==> src/rtl/pico_ahb_bridge.sv <==
`default_nettype none
// ============================================================================
// pico_ahb_bridge : picorv32 native memory port to single-transfer AHB-Lite master
// Revision 1.0
// ============================================================================
module pico_ahb_bridge #(
  parameter int TIMEOUT  = 256,
  parameter int ERRCNT_W = 8
) (
  input  logic                clk,
  input  logic                rst,
  input  logic                mem_valid,
  input  logic                mem_instr,
  input  logic [31:0]         mem_addr,
  input  logic [31:0]         mem_wdata,
  input  logic [3:0]          mem_wstrb,
  output logic                mem_ready,
  output logic [31:0]         mem_rdata,
  output logic [31:0]         HADDR,
  output logic [1:0]          HTRANS,
  output logic [2:0]          HSIZE,
  output logic                HWRITE,
  output logic [2:0]          HBURST,
  output logic                HMASTLOCK,
  output logic [3:0]          HPROT,
  output logic [31:0]         HWDATA,
  input  logic [31:0]         HRDATA,
  input  logic                HREADY,
  input  logic                HRESP,
  output logic                bus_err,
  output logic [ERRCNT_W-1:0] err_count
);

  localparam int WAIT_W = (TIMEOUT > 1) ? $clog2(TIMEOUT) : 1;
  localparam logic [WAIT_W-1:0] c_WAIT_LAST = WAIT_W'((TIMEOUT > 0) ? TIMEOUT - 1 : 0);

  typedef enum logic [2:0] {
    S_IDLE = 3'd0,
    S_ADDR = 3'd1,
    S_DATA = 3'd2,
    S_DONE = 3'd3,
    S_ERR  = 3'd4
  } state_t;

  state_t                r_state;
  state_t                w_next;
  logic [31:0]           r_haddr;
  logic [2:0]            r_hsize;
  logic                  r_hwrite;
  logic [3:0]            r_hprot;
  logic [31:0]           r_wdata;
  logic [31:0]           r_hwdata;
  logic [31:0]           r_rdata;
  logic [WAIT_W-1:0]     r_wait;
  logic [ERRCNT_W-1:0]   r_err_count;
  logic                  w_legal;
  logic [2:0]            w_size;
  logic [1:0]            w_lane;
  logic                  w_timeout_hit;
  logic                  w_unused_addr;

  // Byte lanes come from the strobe, so the low address bits are not needed.
  assign w_unused_addr = ^mem_addr[1:0];

  always_comb begin
    w_legal = 1'b1;
    w_size  = 3'b010;
    w_lane  = 2'b00;
    case (mem_wstrb)
      4'b0000, 4'b1111: ;
      4'b0011: w_size = 3'b001;
      4'b1100: begin w_size = 3'b001; w_lane = 2'b10; end
      4'b0001: w_size = 3'b000;
      4'b0010: begin w_size = 3'b000; w_lane = 2'b01; end
      4'b0100: begin w_size = 3'b000; w_lane = 2'b10; end
      4'b1000: begin w_size = 3'b000; w_lane = 2'b11; end
      default: w_legal = 1'b0;
    endcase
  end

  assign w_timeout_hit = (TIMEOUT != 0) && (r_wait == c_WAIT_LAST);

  always_comb begin
    w_next = r_state;
    case (r_state)
      S_IDLE: if (mem_valid) w_next = w_legal ? S_ADDR : S_ERR;
      S_ADDR: if (HREADY) w_next = S_DATA;
      S_DATA: begin
        if (HREADY)                      w_next = HRESP ? S_ERR : S_DONE;
        else if (!HRESP && w_timeout_hit) w_next = S_ERR;
      end
      S_DONE:  w_next = S_IDLE;
      S_ERR:   w_next = S_IDLE;
      default: w_next = S_IDLE;
    endcase
  end

  always_ff @(posedge clk) begin
    if (rst) begin
      r_state     <= S_IDLE;
      r_haddr     <= '0;
      r_hsize     <= '0;
      r_hwrite    <= 1'b0;
      r_hprot     <= '0;
      r_wdata     <= '0;
      r_hwdata    <= '0;
      r_rdata     <= '0;
      r_wait      <= '0;
      r_err_count <= '0;
    end else begin
      r_state <= w_next;
      case (r_state)
        S_IDLE: if (mem_valid && w_legal) begin
          r_haddr  <= {mem_addr[31:2], w_lane};
          r_hsize  <= w_size;
          r_hwrite <= |mem_wstrb;
          r_hprot  <= {3'b001, ~mem_instr};
          r_wdata  <= mem_wdata;
        end
        S_ADDR: if (HREADY) begin
          r_hwdata <= r_wdata;
          r_wait   <= '0;
        end
        S_DATA: begin
          if (HREADY && !HRESP) r_rdata <= r_hwrite ? 32'h0 : HRDATA;
          // The first cycle of a two-cycle error response is not a wait state.
          else if (!HREADY && !HRESP) r_wait <= r_wait + 1'b1;
        end
        S_ERR: if (r_err_count != '1) r_err_count <= r_err_count + 1'b1;
        default: ;
      endcase
    end
  end

  assign mem_ready = (r_state == S_DONE) || (r_state == S_ERR);
  assign mem_rdata = (r_state == S_DONE) ? r_rdata : 32'h0;
  assign bus_err   = (r_state == S_ERR);
  assign err_count = r_err_count;
  assign HTRANS    = (r_state == S_ADDR) ? 2'b10 : 2'b00;
  assign HADDR     = r_haddr;
  assign HSIZE     = r_hsize;
  assign HWRITE    = r_hwrite;
  assign HPROT     = r_hprot;
  assign HWDATA    = r_hwdata;
  assign HBURST    = 3'b000;
  assign HMASTLOCK = 1'b0;

endmodule
`default_nettype wire
==> config.mk <==
export PLATFORM = sky130hd
export DESIGN_NAME = pico_ahb_bridge
export DESIGN_NICKNAME = d
export VERILOG_FILES = /design/src/rtl/pico_ahb_bridge.sv
export SDC_FILE = /design/constraint.sdc
export NUM_CORES = 1
export LEC_CHECK = 0
export ABC_AREA = 1
export BUFFER_PORTS_ARGS = -buffer_cell sky130_fd_sc_hd__buf_2
export CORE_UTILIZATION = 45
export DETAILED_ROUTE_END_ITERATION = 6
export PLACE_DENSITY = 0.77
export SYNTH_ARGS = -nofsm -noshare
export SYNTH_HDL_FRONTEND = slang
export SYNTH_SLANG_ARGS = --single-unit
==> constraint.sdc <==
create_clock -name clk -period 1.4 [get_ports clk]
set_input_delay 0.21 -clock clk [delete_from_list [all_inputs] [get_ports clk]]
set_output_delay 0.21 -clock clk [all_outputs]
set_load 0.005 [all_outputs]
; Yosys cells after proc, flatten, opt, wreduce, memory -nomap -nowiden
; Index checks and enable logic that the tools add are counted.
; Widths: inputs -> output; s select.
[op_classes]
add_sub_neg = 2
n_eq_ne = 18
muxes = 17
bitwise = 1
n_reduce_logical = 21
[op_table]
columns = cell, count
row1 = $mux 32, 2
row2 = $mux 8, 3
row3 = $mux 3, 6
row4 = $add 8x1->8 const B, 2
row5 = $pmux 8 s2, 1
row6 = $eq 4x4->1 const B, 3
row7 = $pmux 3 s3, 1
row8 = $eq 4x2->1 const B, 2
row9 = $eq 8x8->1 const B, 1
row10 = $ne 2x2->1 const B, 4
row11 = $ne 8x8->1 const B, 1
row12 = $reduce_and 2->1, 4
row13 = $reduce_or 4->1, 2
row14 = $reduce_or 8->1, 1
row15 = $eq 3x2->1 const B, 2
row16 = $pmux 2 s3, 1
row17 = $eq 4x1->1 const B, 1
row18 = $eq 4x3->1 const B, 1
row19 = $logic_and 1x1->1, 4
row20 = $logic_not 4->1, 1
row21 = $pmux 2 s2, 1
row22 = $reduce_and 4->1, 1
row23 = $reduce_or 2->1, 2
row24 = $eq 3x1->1 const B, 1
row25 = 10 further kinds, 11
[totals]
regBits = 153
output_inout_bits = 120
elab_cells = 69

; Longest topological paths before layout
[depth]
depth_word = 6
ltp_mapped = 10
depth_no_buf = 10

; Worst setup path after synthesis
; OpenSTA, ideal clock, no wires.
[synth_timing]
kind = register to register
startpoint = reg r_err_count[0] (netlist: err_count[0])
endpoint = reg r_err_count[1] (netlist: err_count[1])
setup_time_ns = 0.116
t_arrival_ns = 1.218
required_ns = 1.284
path_slack_ns = 0.066
stages_incl_launch_ff = 9
path_buffers = 0
path_cell_list = dfxtp_1 -> ha_1 -> nand2_1 -> nor2_1 -> nand2_1 -> nand2_1 -> inv_1 -> nor2_1 -> nor2_1
[synth_between]
elab_chain_len = 2
elab_cells_between_ends = 3
classes_between = add/sub (1) / eq/ne (1) / reduce/logical (1)
[synth_rtl]
columns = element, line
row1 = "start, declared", 55  ; logic [ERRCNT_W-1:0] r_err_count;
row2 = "start signal, assigned", 129  ; S_ERR: if (r_err_count != '1) r_err_count <= r_err_count + 1'b1;
row3 = branches (longest 2 deep; another with $add 8x1->8), -
; Several ways; the timed one is not identified.
; A chain may end at the register's enable or synchronous reset.

; Final worst setup path
[layout_timing]
startpoint = reg r_state[1]
endpoint = out mem_rdata[20]
[layout_between]
elab_chain_len = 2
[layout_rtl]
columns = element, line
row1 = "start, declared", 45  ; state_t r_state;
row2 = "start signal, assigned", 111  ; r_state <= w_next;
row3 = $eq 3x2->1, 136  ; assign mem_rdata = (r_state == S_DONE) ? r_rdata : 32'h0;
row4 = $mux 32, 136
row5 = "end, declared", 18  ; output logic [31:0] mem_rdata,
; Every way passes these cells.

==> impl_metrics.csv <==
group,metric,value,unit
die,fp.dieArea,14300,µm²
finish,antenna_cells,0,
finish,stdcell_area,9070,µm²
routing,drtPass1Iterations,4,
routing,drc,0,
synthesis,synth_edf_count,0,
clock_network,cts_tree,"done",
synthesis,synth.cell_area,6220,µm²
timing,drv_slew,0,
clock_network,root_buffer,"clkbuf_16",
routing,wire_per_inst,14.5,µm
global_routing,grt_pass1_wl,26.8,mm
pwr,ir_drop,1.16,mV
clock_network,cts.sinks,152,
synthesis,synth_warnings,0,
finish,final_cell_mix,"212 x buf_2, 148 x nand2_1, 145 x dfxtp_1",
global_routing,antenna_found_initial,0,
setup_path,crit_path_end_kind,"output pin",
timing,holdWs,0.0380,ns
routing,ant_nets,0,
die,placeableCoreArea,13300,µm²
finish,drive_gt1_share,41.9,%
die,dieWidth,120,µm
routing,via_per_inst,5.03,
synthesis,ys.flop_type,"dfxtp_1",
timing,setup_viol,155,
placed_design,placed_cell_area,7710,µm²
timing,period_needed,1.65,ns
clock_network,htreeDepth,4,
synthesis,synth_cell_type_count,30,
job,drv_cap,0,
synthesis,synth.yosys.seq_area_share,48.9,%
routing,vias,6227,
run_status,status,"finished with violations",
die,num_io_pins,226,
die,start_util,46.6,%
synthesis,synthCells,800,
routing,drt_iter0_drc,312,
die,die_height,120,µm
timing,fin_setup_tns,-21.67,ns
global_routing,grt_pass1_vias,5819,
synthesis,synthArstFlopShare,0,%
clock_network,numCtsBuffers,17,
clock_network,ctsLongestPathBuffers,2,
finish,nets,1157,
die,row_count,42,
run_status,violations,"setup timing",
clock_network,cts_hold_buffers,0,
routing,drt-total-wl,18.0,mm
setup_path,worst-path-max-fanout,8,
setup_path,arrival,1.44,ns
global_routing,grt_max_degree,60,
timing,tightest_slew,0.523,ns
timing,finClkSkew,0.00419,ns
timing,max_freq,0.606,GHz
placed_design,finalWeightedCongestion,0.805,
finish,area_growth,45.9,%
timing,fin_ws,-0.250,ns
clock_network,path_clk_slew,0.06,ns
synthesis,postSynthAreaPerCell,7.77,µm²
global_routing,overflow,0,
pwr,p_leak,0.00395,µW
setup_path,crit_type,"flop to output pin",
global_routing,grtUsageTotal,23.6,%
pwr,power_density,1290,nW/µm²
finish,final_common_cell,"buf_2",
placed_design,portBuffers,215,
timing,timing.final.crit_share,118,%
synthesis,ys_ff_latch,152,
setup_path,cp.required,1.19,ns
setup_path,cp-start-kind,"flop",
timing,rsz0062_at_grt,"true",
timing,hold_viol,0,
timing,slew_headroom,65.0,%
min_path,min-delay-path-class,"input port to flop",
placed_design,post-dp-hpwl,10.9,mm
clock_network,clk_latency,0.42,ns
-- cell families after synthesis --
kind of cell	Yosys count	share of synthesized area, %
and+or+nand+nor	260	16.8
buffers and inverters	143	10.2
xor gates and xnor gates	5	0.704
other	1	0.0603
DFF	152	48.9
adders and majority gates	2	0.402
AOI/OAI and AO/OA	237	22.9
-- path summary, 6_finish.rpt --
kind | from | to | slack, ns | cells after the start
worst max-delay path | r_state[1] | mem_rdata[20] | -0.25 | 5
worst min-delay path | mem_wdata[31] | r_wdata[31] | 0.04 | 3
worst max register to register | r_state[1] | HPROT[0] | -0.19 | 6
worst min register to register | r_wdata[10] | HWDATA[10] | 0.45 | 2
-- worst max-delay path, stage by stage, from the launching register on --
cell and delay (ns):
dfxtp_2 0.34, buf_6 0.12, nand3_4 0.14, clkbuf_16 0.22, nor2_2 0.08, buf_2 0.12
-- layer usage --
metal | GRT usage [%] | routed length (µm) | vias to the layer above
li1 | - | - | 3070
met1 | 27.7 | 7430 | 2897
met2 | 41.0 | 9140 | 225
met3 | 5.70 | 974 | 35
met4 | 9.45 | 463 | 0
met5 | 0 | 0 | -
-- registers in the layout, indices dropped and copies added (netlist names) --
signal	count
r_rdata	32
HADDR	32
HPROT	2
HWDATA	32
err_count	8
HSIZE	2
HWRITE	1
r_wait	8
r_state	3
r_wdata	32
-- repair_timing --
item | 4_1_cts | 5_1_grt
pin swaps | 2 | 10
resized for setup | 26 | 116
endpoints found under the setup margin | 115 | 174
setup buffers | 8 | 8
gates cloned | 3 | 5
-- cell type report --
class | count | area, µm²
Multi-Input combinational cell | 513 | 2910
Inverter | 85 | 329
Tap cell | 176 | 220
Sequential cell | 152 | 3050
Clock inverter | 11 | 194
Clock buffer | 21 | 470
Fill cell | 1097 | 4280
Timing Repair Buffer | 280 | 1890
-- cell usage after synthesis, types with 3 or more instances --
cell type | n | area (µm²)
buf_4 | 19 | 143
o21ai_1 | 8 | 40.0
a211oi_2 | 30 | 375
nand3_1 | 13 | 65.1
nor2_1 | 80 | 300
nand2_1 | 152 | 571
inv_2 | 7 | 26.3
o21ai_0 | 55 | 275
dfxtp_1 | 152 | 3040
a21oi_1 | 139 | 696
clkbuf_1 | 24 | 90.1
buf_2 | 14 | 70.1
inv_1 | 78 | 293
nor2_2 | 3 | 18.8
xor2_1 | 5 | 43.8
-- through the flow --
step	utilization, %	power (µW)	setup slack (ns)	cells
2_1_floorplan	-	5670	0.0663	807
3_3_place_gp	57.8	6300	-0.00415	1183
3_5_place_dp	57.8	6340	-0.0685	1183
4_1_cts	64.3	11500	-0.229	1226
5_1_grt	68.0	12200	-0.295	1238
6_report	68.0	11700	-0.250	1238
-- where the power goes --
| group | switching [µW] | leakage, µW | internal, µW |
|---|---|---|---|
| registers | 150 | 0.00124 | 4630 |
| clock network | 1770 | 0.000312 | 3300 |
| logic | 1020 | 0.00240 | 824 |
(Power assumes the default switching activity.)
